### src/rtl/term_cursor_ctrl.sv
// rtl/term_cursor_ctrl.sv - terminal control command executor
// Owns cursor and saved cursor; streams erase cells and scroll steps to the framebuffer.
module term_cursor_ctrl #(
  parameter int ROWS = 24,
  parameter int COLS = 80,
  parameter int RW   = 5,
  parameter int CW   = 7
) (
  input  logic          clk,
  input  logic          _rst,
  input  logic          cmd_valid,
  input  logic [3:0]    cmd_code,
  input  logic [6:0]    arg_n,
  input  logic [6:0]    arg_m,
  output logic          cmd_ready,
  output logic          cmd_drop,
  output logic [RW-1:0] cur_row,
  output logic [CW-1:0] cur_col,
  output logic          fb_req,
  output logic [1:0]    fb_op,
  output logic [RW-1:0] fb_row,
  output logic [CW-1:0] fb_col,
  input  logic          fb_ack
);
  localparam int CNTW = RW + 1;
  localparam logic [3:0] C_CUF = 4'd1, C_CUB = 4'd2, C_CNL = 4'd3, C_CPL = 4'd4;
  localparam logic [3:0] C_CHA = 4'd5, C_CUP = 4'd6, C_ED = 4'd7, C_EL = 4'd8;
  localparam logic [3:0] C_SU = 4'd9, C_SD = 4'd10, C_SCP = 4'd11, C_RCP = 4'd12;
  localparam logic [3:0] C_CLEAR = 4'd13, C_DEL = 4'd14;
  localparam logic [15:0] ROWS_M1 = 16'(ROWS - 1);
  localparam logic [15:0] COLS_M1 = 16'(COLS - 1);
  localparam logic [RW-1:0] LAST_ROW = RW'(ROWS - 1);
  localparam logic [CW-1:0] LAST_COL = CW'(COLS - 1);

  typedef enum logic [1:0] {S_IDLE, S_ERASE, S_SCROLL} state_t;
  state_t state, state_nx;

  logic [RW-1:0]   sav_row, end_row;
  logic [CW-1:0]   sav_col, end_col;
  logic [CNTW-1:0] cnt, scr_cnt;
  logic            clr;
  logic [6:0]      n1, m1;
  logic [15:0]     n16, m16, col_add, row_add;
  logic [CW-1:0]   cuf_col, cub_col, cha_col, cup_col;
  logic [RW-1:0]   cnl_row, cpl_row, cup_row;
  logic            erase_cmd, scroll_cmd, last_cell;

  // Wide intermediates so sums never wrap before clamping.
  always_comb begin
    n1      = (arg_n == 7'd0) ? 7'd1 : arg_n;
    m1      = (arg_m == 7'd0) ? 7'd1 : arg_m;
    n16     = 16'(n1);
    m16     = 16'(m1);
    col_add = 16'(cur_col) + n16;
    row_add = 16'(cur_row) + n16;
    cuf_col = (col_add > COLS_M1) ? LAST_COL : CW'(col_add);
    cub_col = (n16 >= 16'(cur_col)) ? '0 : CW'(16'(cur_col) - n16);
    cnl_row = (row_add > ROWS_M1) ? LAST_ROW : RW'(row_add);
    cpl_row = (n16 >= 16'(cur_row)) ? '0 : RW'(16'(cur_row) - n16);
    cha_col = ((n16 - 16'd1) > COLS_M1) ? LAST_COL : CW'(n16 - 16'd1);
    cup_row = ((n16 - 16'd1) > ROWS_M1) ? LAST_ROW : RW'(n16 - 16'd1);
    cup_col = ((m16 - 16'd1) > COLS_M1) ? LAST_COL : CW'(m16 - 16'd1);
    scr_cnt = (n16 > 16'(ROWS)) ? CNTW'(ROWS) : CNTW'(n1);
    erase_cmd  = (((cmd_code == C_ED) || (cmd_code == C_EL)) && (arg_n <= 7'd2)) ||
                 (cmd_code == C_CLEAR) || (cmd_code == C_DEL);
    scroll_cmd = (cmd_code == C_SU) || (cmd_code == C_SD);
    last_cell  = (fb_row == end_row) && (fb_col == end_col);
  end

  always_ff @(posedge clk or negedge _rst) begin
    if (!_rst) state <= S_IDLE;
    else       state <= state_nx;
  end

  always_comb begin
    state_nx  = state;
    cmd_ready = (state == S_IDLE);
    fb_req    = (state != S_IDLE);
    case (state)
      S_IDLE: begin
        if (cmd_valid && erase_cmd)       state_nx = S_ERASE;
        else if (cmd_valid && scroll_cmd) state_nx = S_SCROLL;
      end
      S_ERASE:  if (fb_ack && last_cell)       state_nx = S_IDLE;
      S_SCROLL: if (fb_ack && (cnt == CNTW'(1))) state_nx = S_IDLE;
      default:  state_nx = S_IDLE;
    endcase
  end

  always_ff @(posedge clk or negedge _rst) begin
    if (!_rst) begin
      cur_row <= '0; cur_col <= '0; sav_row <= '0; sav_col <= '0;
      fb_row  <= '0; fb_col  <= '0; end_row <= '0; end_col <= '0;
      fb_op   <= 2'd0; cnt <= '0; clr <= 1'b0; cmd_drop <= 1'b0;
    end else begin
      if (cmd_valid && (state != S_IDLE)) cmd_drop <= 1'b1;
      case (state)
        S_IDLE: if (cmd_valid) begin
          if (erase_cmd) begin
            fb_op <= 2'd0;
            clr   <= (cmd_code == C_CLEAR);
          end
          if (scroll_cmd) begin
            fb_op <= (cmd_code == C_SU) ? 2'd1 : 2'd2;
            cnt   <= scr_cnt;
          end
          case (cmd_code)
            C_CUF: cur_col <= cuf_col;
            C_CUB: cur_col <= cub_col;
            C_CNL: begin cur_row <= cnl_row; cur_col <= '0; end
            C_CPL: begin cur_row <= cpl_row; cur_col <= '0; end
            C_CHA: cur_col <= cha_col;
            C_CUP: begin cur_row <= cup_row; cur_col <= cup_col; end
            C_SCP: begin sav_row <= cur_row; sav_col <= cur_col; end
            C_RCP: begin cur_row <= sav_row; cur_col <= sav_col; end
            C_ED: case (arg_n)
              7'd0: begin fb_row <= cur_row; fb_col <= cur_col; end_row <= LAST_ROW; end_col <= LAST_COL; end
              7'd1: begin fb_row <= '0; fb_col <= '0; end_row <= cur_row; end_col <= cur_col; end
              7'd2: begin fb_row <= '0; fb_col <= '0; end_row <= LAST_ROW; end_col <= LAST_COL; end
              default: ;
            endcase
            C_EL: case (arg_n)
              7'd0: begin fb_row <= cur_row; fb_col <= cur_col; end_row <= cur_row; end_col <= LAST_COL; end
              7'd1: begin fb_row <= cur_row; fb_col <= '0; end_row <= cur_row; end_col <= cur_col; end
              7'd2: begin fb_row <= cur_row; fb_col <= '0; end_row <= cur_row; end_col <= LAST_COL; end
              default: ;
            endcase
            C_CLEAR: begin fb_row <= '0; fb_col <= '0; end_row <= LAST_ROW; end_col <= LAST_COL; end
            C_DEL:   begin fb_row <= cur_row; fb_col <= cur_col; end_row <= cur_row; end_col <= cur_col; end
            default: ;
          endcase
        end
        S_ERASE: if (fb_ack) begin
          if (last_cell) begin
            if (clr) begin cur_row <= '0; cur_col <= '0; end
          end else if (fb_col == LAST_COL) begin
            fb_col <= '0;
            fb_row <= fb_row + RW'(1);
          end else begin
            fb_col <= fb_col + CW'(1);
          end
        end
        S_SCROLL: if (fb_ack) cnt <= cnt - CNTW'(1);
        default: ;
      endcase
    end
  end
endmodule

### config.mk
export PLATFORM = sky130hd
export DESIGN_NAME = term_cursor_ctrl
export DESIGN_NICKNAME = d
export VERILOG_FILES = /design/src/rtl/term_cursor_ctrl.sv
export SDC_FILE = /design/constraint.sdc
export NUM_CORES = 1
export LEC_CHECK = 0
export ABC_CLOCK_PERIOD_IN_PS = 4850
export CAP_MARGIN = 30
export CELL_PAD_IN_SITES_DETAIL_PLACEMENT = 1
export CELL_PAD_IN_SITES_GLOBAL_PLACEMENT = 1
export CORE_MARGIN = 2
export CORE_UTILIZATION = 53
export DETAILED_ROUTE_END_ITERATION = 12
export DONT_BUFFER_PORTS = 1
export GPL_TIMING_DRIVEN = 0
export PLACE_DENSITY_LB_ADDON = 0.08
export SLEW_MARGIN = 5
export SYNTH_ARGS = -nofsm -noshare
export SYNTH_HDL_FRONTEND = slang
export SYNTH_SLANG_ARGS = --single-unit
### constraint.sdc
create_clock -name clk -period 4.85 [get_ports clk]
set_clock_uncertainty 0.1 [all_clocks]
set_input_delay 1.455 -clock clk [delete_from_list [all_inputs] [get_ports clk]]
set_output_delay 1.455 -clock clk [all_outputs]
set_load 0.005 [all_outputs]
* Yosys cells after proc, flatten, opt, wreduce, memory -nomap -nowiden *
Cells that the tools add are included.

word-level totals
  input bits = 22
  register bits after elaboration = 60
  word-level logic and storage cells = 163

operators by class
  reduce and logical (&&, ||, !) cells = 36
  equality and inequality tests = 43
  multiplexer cells = 53
  add/subtract/negate cells = 9
  magnitude comparators = 9

operators by type and width
  cell                 count
  $mux 7               14
  $mux 5               12
  $pmux 5 s4           3
  $pmux 7 s2           4
  $pmux 7 s3           2
  $pmux 7 s6           1
  $pmux 5 s2           4
  $gt 16x7->1 const B  2
  $eq 4x4->1 const B   7
  $mux 6               4
  $ne 2x2->1 const B   10
  $reduce_and 6->1     3
  $eq 4x3->1 const B   4
  $gt 16x5->1 const B  1
  $sub 7x1->8 const B  2
  $logic_not 7->1      2
  $mux 2               7
  $pmux 6 s2           1
  $reduce_and 3->1     4
  $ne 5x1->1 const B   2
  $add 5x7->8          1
  $add 7x7->8          1
  $eq 4x2->1 const B   2
  $gt 8x5->1 const B   1
  other kinds (39)     56

* Longest topological paths before layout *
Gate-level depths: netlist of the first run.

  word-level depth = 8
  depth in mapped cells = 14
  depth with buffers taken out = 13

* Least setup slack after synthesis of the first run *
No wires, ideal clock.

  path kind = in2reg
  from = input arg_n[2]
  to = register cur_col[0]
  path buffers = 2
  data arrival time = 4.291 ns
  slack = 0.333 ns
  library setup time = 0.126 ns
  stages = 14
  cells stage by stage = clkbuf_1 > inv_1 > nand3_1 > o21bai_1 > inv_1 > ha_1 > clkbuf_1 > nor4b_1 > nand2_1 > mux2i_1 > a21o_1 > o311ai_1 > a41oi_1 > a221o_1

on the way
  word-level cells in the longest chain between the ends = 8
  elaborated cells on any way between the ends = 14
  those cells by class = add/sub (3); order compare (3); mux (7); reduce/logical (1)

ends and longest elaborated chain
  what                                               line    source
  from (decl)                                        13      input logic [6:0] arg_n,
  $logic_not 7->1                                    50      n1 = (arg_n == 7'd0) ? 7'd1 : arg_n;
  $mux 7 (*)                                         50
  $sub 7x1->8 / $add 7x7->8 (equally long branches)  -
  $gt 16x7->1 / $gt 8x7->1 (equally long branches)   60, 56
  $mux 7, on equally long branches                   60, 56
  $pmux 7 s6 (*)                                     107     case (cmd_code)
  $mux 7 (*)                                         98      S_IDLE: if (cmd_valid) begin
  $pmux 7 s2 (*)                                     97      case (state)
  to (signal assigned)                               108     C_CUF: cur_col <= cuf_col;
  to (signal assigned)                               109     C_CUB: cur_col <= cub_col;
  to (signal assigned)                               112     C_CHA: cur_col <= cha_col;
  to (decl)                                          18      output logic [CW-1:0] cur_col,

Every way passes the cells marked *; elsewhere a longest branch is shown, timed or not. The select of a mux whose other input is x is not followed.
A chain may end at the register's enable or synchronous reset.

* Worst setup path after layout of the first run *
  from = input arg_n[5]
  to = register cur_col[0]

Same word-level chain as after synthesis.

==> results of run 1 <==
[metal layers]
layer	vias up	wire, µm	share of wire (%)
met5	-	0	0
met4	0	505	2.8
met3	35	1067	6.0
met2	188	8928	50
met1	2687	7394	41
li1	2376	-	-
[registers in the layout (all words and copies together) (netlist names)]
register  flops
cnt           6
end_row       5
fb_col        7
cmd_drop      1
sav_col       7
cur_row       5
sav_row       5
state         2
fb_row        5
fb_op         2
end_col       7
clr           1
cur_col       7
[power groups by stage]
stage	logic, mW	clock network [mW]	registers (mW)
after CTS	1.49	0.470	1.06
after floorplan	1.13	0	0.924
after detailed placement	1.48	0	1.07
after global placement	1.38	0	1.04
after global routing	1.67	0.497	1.10
final	1.51	0.467	1.07
[logic make-up after synthesis]
family | Yosys count | synth area share (%)
AOI/OAI and AO/OA | 219 | 28.08
and+or+nand+nor | 204 | 19.44
buffers and inverters | 78 | 5.792
DFF | 60 | 28.48
adders and majority gates | 40 | 10.06
xor gates and xnor gates | 30 | 4.985
muxes | 15 | 3.157
[worst paths after layout]
| path | start | end | slack [ns] |
|---|---|---|---|
| worst max-delay path | arg_n[5] | cur_col[0]$_DFFE_PN0P_ | 0.19 |
| worst min-delay path | cmd_drop$_DFFE_PN0P_ | cmd_drop$_DFFE_PN0P_ | 0.40 |
| worst max register to register | cur_row[1]$_DFFE_PN0P_ | cur_row[1]$_DFFE_PN0P_ | 1.61 |
| worst min register to register | cmd_drop$_DFFE_PN0P_ | cmd_drop$_DFFE_PN0P_ | 0.40 |
| max in group asynchronous | _rst | cnt[4]$_DFFE_PN0P_ | 3.85 |
| min in group asynchronous | _rst | end_col[4]$_DFFE_PN0P_ | 0.70 |
[critical path, cell delays in order]
cell,delay (ns)
buf_2,0.17
nor3_2,0.34
nand3_1,0.22
o21bai_4,0.37
inv_1,0.14
ha_1,0.20
clkbuf_1,0.25
nor3b_2,0.26
a311oi_1,0.25
o22ai_1,0.16
a21o_1,0.23
o311ai_1,0.35
a41oi_1,0.09
a221o_1,0.31
[layout by cell type, fill, tap and decap left out, types with 9 or more instances in the layout]
| master | netlist | layout |
|---|---|---|
| clkbuf_1 | 30 | 29 |
| o22a_1 | 9 | 9 |
| inv_1 | 41 | 41 |
| ha_1 | 36 | 36 |
| mux2_2 | 13 | 13 |
| a21oi_1 | 44 | 44 |
| nor2b_1 | 16 | 16 |
| nand2b_1 | 16 | 16 |
| dfrtp_1 | 60 | 60 |
| o21ai_0 | 48 | 48 |
| clkbuf_8 | 0 | 11 |
| o21ai_1 | 14 | 14 |
| nand3_1 | 18 | 18 |
| o31ai_1 | 9 | 9 |
| nand2_1 | 57 | 57 |
| xnor2_1 | 23 | 23 |
| nor2_1 | 41 | 41 |
| nor3_1 | 12 | 12 |
| nand4_1 | 10 | 10 |
[synth_stat cells (6+ instances only)]
| master | count |
|---|---|
| nand3_1 | 18 |
| a22o_1 | 7 |
| inv_1 | 41 |
| o21a_1 | 6 |
| a31oi_1 | 8 |
| nor3_1 | 12 |
| a21oi_1 | 44 |
| o31ai_1 | 9 |
| dfrtp_1 | 60 |
| ha_1 | 36 |
| xor2_1 | 7 |
| mux2_2 | 13 |
| a21o_1 | 7 |
| xnor2_1 | 23 |
| a32o_1 | 8 |
| nor2b_1 | 16 |
| clkbuf_1 | 30 |
| and2_1 | 7 |
| o21ai_0 | 48 |
| nand2_1 | 57 |
| nand2b_1 | 16 |
| nand4_1 | 10 |
| nor2_1 | 41 |
| a22oi_1 | 7 |
| o22a_1 | 9 |
| o21ai_1 | 14 |
[final cells by class]
class                      instances  area share [%]
multi-input combinational        508           61.56
sequential                        60           26.48
tap                              133           2.935
inverter                          41           2.714
buffer                            37           2.692
clock buffer                      11           2.670
clock inverter                     5          0.8826
timing repair buffer               1         0.06620
[metrics by stage]
stage                     power (mW)  instance area, µm²  setup TNS (ns)  setup WS (ns)  utilization, %
after global routing           3.259                5670               0        0.02953           58.28
after detailed placement       2.547                5441          -6.241        -0.8379           55.93
after global placement         2.425                5438          -4.391        -0.7201           55.89
final                          3.043                5670               0         0.1859           58.28
after floorplan                2.058                5271               0         0.3326               -
after CTS                      3.022                5663               0        0.06426           58.20
[what timing repair did]
action,in CTS,in global routing
gates resized for setup,4,1
setup endpoints to repair,11,6
setup buffers,0,0
pin swaps,0,0
==> reports/results.tsv, run 1 <==
metric	value	unit
status	complete, no violations	
ys.warnings.count	0	
multi_input_area	3491	µm²
holdBufCountCts	0	
fp.dieW	103.7	µm
rsz0062_at_grt	no	
power.switching	1.429	mW
clockRootBuffer	clkbuf_8	
tritoncts	built	
syn_area	5271	µm²
yosys-top-cells-area	dfrtp_1 (28%), ha_1 (8.5%), o21ai_0 (4.6%)	
fillCellCount	1219	
seqPwrFrac	35.1	%
avgViaCountPerCell	6.641	
period_needed	4.664	ns
instances_no_fill	796	
synth_cell_types	72	
antennaDiodeCount	0	
power_leakage	2.386	nW
hold_ws	0.3975	ns
insertion_delay	0.35	ns
grt_max_degree	61	
cts.clk_slew.worst_paths	0.06	ns
path_max_fanout	10	
dpl.cell_count	780	
grt_pass1_vias	5586	
vias	5286	
portBuffers	0	
met2_usage	59.13	%
arrival	4.79	ns
synth_ff_type	dfrtp_1	
holdPathStages	1	
rows	36	
max_freq	0.2144	GHz
setup_viol	0	
met1_usage	42.56	%
syn_to_final_growth	7.572	%
slew_viol_final	0	
die-area	10760	µm²
p_clk_share	15.3	%
netlist_instances	646	
end_kind	flip-flop	
combPwrFrac	49.5	%
slew-limit-headroom	39.61	%
nets	720	
synth_seq_area_share	28.48	%
grtUsageTotal	34.18	%
ant_nets	0	
die_h	103.7	µm
regArea	1501	µm²
hold_violations	0	
drv_cap	0	
gr-max-usage-layer	met2	
ys_ff_latch	60	
post_drt_wl_per_cell	22.48	µm
met3_usage	5.979	%
gp_congestion	0.9391	
cellPowerDensity	536.7	nW/µm²
peakVddDrop	0.2425	mV
core_area	9729	µm²
syn_nets	708	
synth_top_cell_by_area	dfrtp_1	
place_hpwl	13.76	mm
dr.pass1.iters	8	
drt_wl_total	17.90	mm
path_class	in2reg	
avgSynthCellArea	8.160	µm²
p_sw_share	46.95	%
intPower	1.614	mW
overflow	0	
cts_max_path_buffers	2	
worstMarginPinSlew	0.8936	ns
period_share	96.17	%
drive_gt1_share	6.938	%
required	4.97	ns
numCtsBuffers	9	
grt_pass1_wl	29.36	mm
ioPinCount	51	
hold_path_class	reg2reg	
synth_edf_count	0	
antenna_found_initial	0	
post-route-drc-count	0	
synth_top_cell_area_share	28.48	%
synthArstFlopShare	100.0	%
initial_utilization	54.18	%
drt-initial-drc-count	339	
cts.sinks	60	
htreeDepth	3	
worstRegToRegCells	9	
critPathLaunchType	input pin	
No activity file was read; power rests on OpenSTA's default activity.
==> run 2: changes to the inputs <==
--- a/config.mk
+++ b/config.mk
@@ -5,12 +5,12 @@
 export SDC_FILE = /design/constraint.sdc
 export NUM_CORES = 1
 export LEC_CHECK = 0
-export ABC_CLOCK_PERIOD_IN_PS = 4850
+export ABC_CLOCK_PERIOD_IN_PS = 4200
 export CAP_MARGIN = 30
 export CELL_PAD_IN_SITES_DETAIL_PLACEMENT = 1
 export CELL_PAD_IN_SITES_GLOBAL_PLACEMENT = 1
 export CORE_MARGIN = 2
-export CORE_UTILIZATION = 53
+export CORE_UTILIZATION = 44
 export DETAILED_ROUTE_END_ITERATION = 12
 export DONT_BUFFER_PORTS = 1
 export GPL_TIMING_DRIVEN = 0
==> constraint.sdc (replaced) <==
create_clock -name clk -period 4.2 [get_ports clk]
set_clock_uncertainty 0.1 [all_clocks]
set_input_delay 1.26 -clock clk [delete_from_list [all_inputs] [get_ports clk]]
set_output_delay 1.26 -clock clk [all_outputs]
set_load 0.05 [all_outputs]
==> reports/results.tsv, run 2 (synthesis gave the netlist of run 1 again) <==
metric	value	unit	change
initial_utilization	45.58	%	-8.6 points
worstMarginPinSlew	0.8986	ns	+0.004955 ns
clockRootBuffer	clkbuf_16		
ant_nets	0		unchanged
numCtsBuffers	9		unchanged
syn_to_final_growth	11.25	%	
arrival	4.15	ns	-0.64 ns
hp-start	sav_row[4]$_DFFE_PN0P_		
final_common_cell	dfrtp_1		
holdBufCountCts	0		unchanged
slew-limit-headroom	39.96	%	+0.35 points
reg2reg_setup_slack	0.71	ns	-0.90 ns
hold_path_class	reg2reg		
cts_max_path_buffers	2		unchanged
worstRegToRegCells	9		unchanged
tns	0	ns	unchanged
antenna_found_initial	0		unchanged
post-route-drc-count	0		unchanged
reg2reg_from	cur_row[1]$_DFFE_PN0P_		
wl_met1	8.080	mm	+9.3%
die_h	113.5	µm	+9.4%
power_leakage	2.451	nW	+2.7%
max_freq	0.2479	GHz	
vias	5182		-2.0%
nets	727		+0.97%
wl_met2	8.751	mm	-2.0%
cts.clk_slew.worst_paths	0.05	ns	about the same
grtUsageTotal	28.41	%	-5.8 points
peakVddDrop	0.2532	mV	+4.4%
die-area	12870	µm²	+20%
cellPowerDensity	694.4	nW/µm²	+29%
holdPathStages	1		unchanged
period_share	96.05	%	
path_max_fanout	10		unchanged
path_class	in2reg		
rows	39		+8.3%
grt_max_degree	61		unchanged
tritoncts	built		
dr.pass1.iters	5		-3
drt_wl_total	18.13	mm	+1.3%
drive_gt1_share	8.806	%	+1.9 points
rr_endpoint	cur_row[1]$_DFFE_PN0P_		
portBuffers	0		unchanged
setup_viol	0		unchanged
hold_ws	0.4035	ns	+0.006029 ns
slew_viol_final	0		unchanged
routed-wl-met3	768	µm	-28%
gp_congestion	0.8963		-4.6%
htreeDepth	3		unchanged
required	4.31	ns	-0.66 ns
grt_pass1_vias	5327		-4.6%
end_kind	flip-flop		
highest-signal-layer	met4		
cts.sinks	60		unchanged
core_area	11560	µm²	+19%
place_hpwl	13.72	mm	-0.28%
hold_end	sav_row[4]$_DFFE_PN0P_		
hold_violations	0		unchanged
critPathLaunchType	input pin		
drv_cap	0		unchanged
grt_pass1_wl	28.44	mm	-3.1%
post_drt_wl_per_cell	22.30	µm	-0.81%
layout_common_cells	dfrtp_1 (60), nand2_1 (57), o21ai_0 (48), a21oi_1 (44), nor2_1 (41)		
fin_ws	0.1659	ns	-0.02000 ns
avgViaCountPerCell	6.374		-4.0%
ioPinCount	51		unchanged
status	complete, no violations		
overflow	0		unchanged
period_needed	4.034	ns	
dpl_worst_slack	-1.047	ns	-0.2093 ns
insertion_delay	0.33	ns	-0.02 ns
drt-initial-drc-count	388		+14%
antennaDiodeCount	0		unchanged
fp.dieW	113.5	µm	+9.4%
[run 2: cell count changes in the layout (fill, tap and decap cells not counted), moves of 3 or more]
cell and delta:
clkbuf_8 -10, clkbuf_16 +9, buf_4 +7, clkbuf_1 +3
[run 2: power breakdown]
group | internal (mW) | switching, mW
registers | 0.815 | 0.746
clock network | 0.413 | 0.249
logic | 0.790 | 1.06
[run 2: worst max-delay path by stage]
stage | startpoint | endpoint | slack (ns)
final | arg_n[5] | cur_row[1]$_DFFE_PN0P_ | 0.17
after global routing | arg_n[5] | cur_row[1]$_DFFE_PN0P_ | -0.01
after CTS | arg_n[2] | cur_col[0]$_DFFE_PN0P_ | 0.02
after detailed placement | arg_n[5] | cur_col[0]$_DFFE_PN0P_ | -1.05
after global placement | arg_n[5] | cur_col[0]$_DFFE_PN0P_ | -1.08
after floorplan | arg_n[5] | cur_col[0]$_DFFE_PN0P_ | 0.04
[run 2: stage by stage]
step	utilization, %	power, mW	std cells	instance area, µm²
after CTS	50.14	4.020	809	5798
after detailed placement	47.22	3.327	790	5461
after global placement	47.19	3.225	789	5458
final	50.71	4.072	813	5864
after floorplan	-	2.764	646	5279
after global routing	50.71	4.344	813	5864
[run 2: area by class of cell]
class / count / area, µm²
buffer: 36 / 153.9
clock buffer: 14 / 254.0
clock inverter: 2 / 10.01
fill: 1415 / 5700
inverter: 41 / 153.9
multi-input combinational: 508 / 3538
sequential: 60 / 1501
tap: 143 / 178.9
timing repair buffer: 9 / 73.82
[run 2: layer usage]
| metal | GRT usage, % | vias to the layer above |
|---|---|---|
| li1 | - | 2389 |
| met4 | 12.28 | 0 |
| met5 | 0 | - |
| met3 | 3.932 | 38 |
| met1 | 36.62 | 2611 |
| met2 | 47.82 | 144 |
[run 2: critical path, cell delays in order]
cell and delay, ns:
buf_2 0.17, nor3_4 0.30, nand3_2 0.16, o21bai_4 0.20, buf_12 0.13, buf_4 0.13, ha_1 0.16, inv_1 0.06
fa_1 0.40, o21bai_1 0.19, a21oi_1 0.10, xnor2_1 0.27, o211a_1 0.26, a21oi_1 0.08, a32o_1 0.26
[run 2: timing repair]
item	4_1_cts	5_1_grt
gates resized for setup	9	6
endpoints found under the hold margin	0	0
endpoints found under the setup margin	12	10
pin swaps	2	3
buffers inserted	3	4
==> run 3: changes to the inputs <==
--- a/config.mk
+++ b/config.mk
@@ -10,10 +10,11 @@
 export CELL_PAD_IN_SITES_DETAIL_PLACEMENT = 1
 export CELL_PAD_IN_SITES_GLOBAL_PLACEMENT = 1
 export CORE_MARGIN = 2
-export CORE_UTILIZATION = 44
+export CORE_UTILIZATION = 28
 export DETAILED_ROUTE_END_ITERATION = 12
 export DONT_BUFFER_PORTS = 1
 export GPL_TIMING_DRIVEN = 0
+export MAX_ROUTING_LAYER = met4
 export PLACE_DENSITY_LB_ADDON = 0.08
 export SLEW_MARGIN = 5
 export SYNTH_ARGS = -nofsm -noshare
==> reports/results.tsv, run 3 (synthesis gave the netlist of run 1 again) <==
metric	value	unit	change
grtUsageTotal	20.90	%	-7.5 points
instances_no_fill	901		+11%
avgViaCountPerCell	5.512		-14%
period_needed	4.080	ns	+0.04593 ns
placed_area	5584	µm²	+2.2%
grt_pass1_wl	31.09	mm	+9.3%
place_hpwl	15.26	mm	+11%
worstMarginPinSlew	0.9828	ns	+0.08423 ns
portBuffers	0		unchanged
cellPowerDensity	680.9	nW/µm²	-1.9%
post_drt_wl_per_cell	21.78	µm	-2.3%
worstPathCellList	buf_2 -> clkinvlp_4 -> nand3_2 -> o21bai_4 -> ha_1 -> fa_1 -> nor2b_1 -> o211a_1 -> o311ai_2 -> o221ai_1 -> o221ai_2 -> a41oi_1 -> a221o_1		
antennaDiodeCount	0		unchanged
die-area	19940	µm²	+55%
dpl.cell_count	882		+12%
rows	50		+28%
ant_nets	0		unchanged
drt_wl_total	19.63	mm	+8.2%
ioPinCount	51		unchanged
syn_to_final_growth	13.03	%	
numCtsBuffers	9		unchanged
antenna_found_initial	0		unchanged
gp_congestion	0.8412		-6.1%
max_freq	0.2451	GHz	-1.1%
drive_gt1_share	8.696	%	-0.11 points
crit_slowest_cell	fa_1		
path_class	in2reg		
arrival	4.19	ns	+0.04 ns
insertion_delay	0.34	ns	about the same
initial_utilization	28.37	%	-17 points
slew_viol_final	0		unchanged
final_common_cell	dfrtp_1		
overflow	0		unchanged
drt-initial-drc-count	229		-41%
cts.clk_slew.worst_paths	0.05	ns	about the same
critPathLaunchType	input pin		
grt_pass1_vias	5249		-1.5%
cts.sinks	60		unchanged
core_area	18580	µm²	+61%
drv_cap	0		unchanged
clockRootBuffer	clkbuf_16		
peakVddDrop	0.1622	mV	-36%
die_h	141.2	µm	+24%
layout_common_cells	dfrtp_1 (60), nand2_1 (57), o21ai_0 (48), a21oi_1 (44), nor2_1 (41)		
end_kind	flip-flop		
holdBufCountCts	0		unchanged
grt_max_degree	61		unchanged
final_core_util	32.07	%	-19 points
tritoncts	built		
final_area	5958	µm²	+1.6%
setup_viol	0		unchanged
fp.dieW	141.2	µm	+24%
vias	4966		-4.2%
post-route-drc-count	0		unchanged
status	complete, no violations		
path_max_fanout	9		-1
dr.pass1.iters	4		-1
power_leakage	2.440	nW	-0.41%
hold_path_class	reg2reg		
required	4.31	ns	about the same
cts_max_path_buffers	2		unchanged
htreeDepth	3		unchanged
critPathMaxStageDelay	0.41	ns	about the same
slew-limit-headroom	33.58	%	-6.4 points
nets	725		-0.28%
period_share	97.14	%	+1.1 points
hold_violations	0		unchanged
==> run 3: cell count changes in the layout (fill, tap and decap cells not counted), sizes merged <==
cell,previous run,this run
clkbuf,44,41
inv,41,40
clkinvlp,0,1
==> run 3: per-stage QoR <==
stage	hold slack, ns	setup WS, ns	TNS [ns]	power [mW]
2_1_floorplan	0.3612	0.04058	0	2.764
5_1_grt	0.4234	-0.04009	-0.04009	4.381
4_1_cts	0.4066	0.009761	0	4.074
3_3_place_gp	0.3868	-1.326	-13.03	3.305
3_5_place_dp	0.3932	-1.011	-8.419	3.354
6_report	0.4022	0.1199	0	4.057
==> run 3: final cells by class <==
cell class	count	area [µm²]
clock buffers	13	260.3
flip-flops and latches	60	1501
inverters	41	157.7
repair buffers	7	50.05
clock inverters	2	10.01
fillers	2212	12620
plain buffers	36	148.9
multi-input cells	508	3537
well taps	234	292.8
==> run 3: where the power goes <==
group	leakage (nW)	total, mW	internal (mW)	switching (mW)
Combinational	1.56	1.79	0.757	1.03
Clock	0.135	0.689	0.426	0.263
Sequential	0.747	1.58	0.814	0.763
Total	2.44	4.06	2.00	2.06
==> run 3: worst paths after layout <==
check | start | end | slack, ns | cells past startpoint
setup / recovery | arg_n[2] | cur_col[0]$_DFFE_PN0P_ | 0.12 | 13
hold / removal | sav_row[0]$_DFFE_PN0P_ | sav_row[0]$_DFFE_PN0P_ | 0.40 | 1
setup reg to reg | cur_row[1]$_DFFE_PN0P_ | cur_row[1]$_DFFE_PN0P_ | 0.73 | 9
hold reg to reg | sav_row[0]$_DFFE_PN0P_ | sav_row[0]$_DFFE_PN0P_ | 0.40 | 1
max in group asynchronous | _rst | cur_row[4]$_DFFE_PN0P_ | 3.36 | 0
min in group asynchronous | _rst | fb_col[5]$_DFFE_PN0P_ | 0.52 | 0
==> run 3: timing repair <==
action,4_1_cts,5_1_grt
pin swaps,1,3
endpoints found under the hold margin,0,0
gates resized for setup,9,4
buffers inserted,3,2
setup endpoints to repair,12,9
==> run 3: per-layer routing <==
| metal | vias up | track usage [%] | share of wire (%) |
|---|---|---|---|
| met3 | 18 | 3.499 | 2.9 |
| li1 | 2381 | - | - |
| met4 | 0 | 4.737 | 1.3 |
| met1 | 2497 | 28.03 | 49 |
| met2 | 70 | 33.16 | 47 |
| met5 | - | - | 0 |
==> run 3: critical path, delay by kind of cell <==
| family | cells | cell delay (ns) |
|---|---|---|
| compound gates | 7 | 1.53 |
| fa+ha+maj | 2 | 0.63 |
| buf+inv | 2 | 0.43 |
| simple gates | 2 | 0.32 |
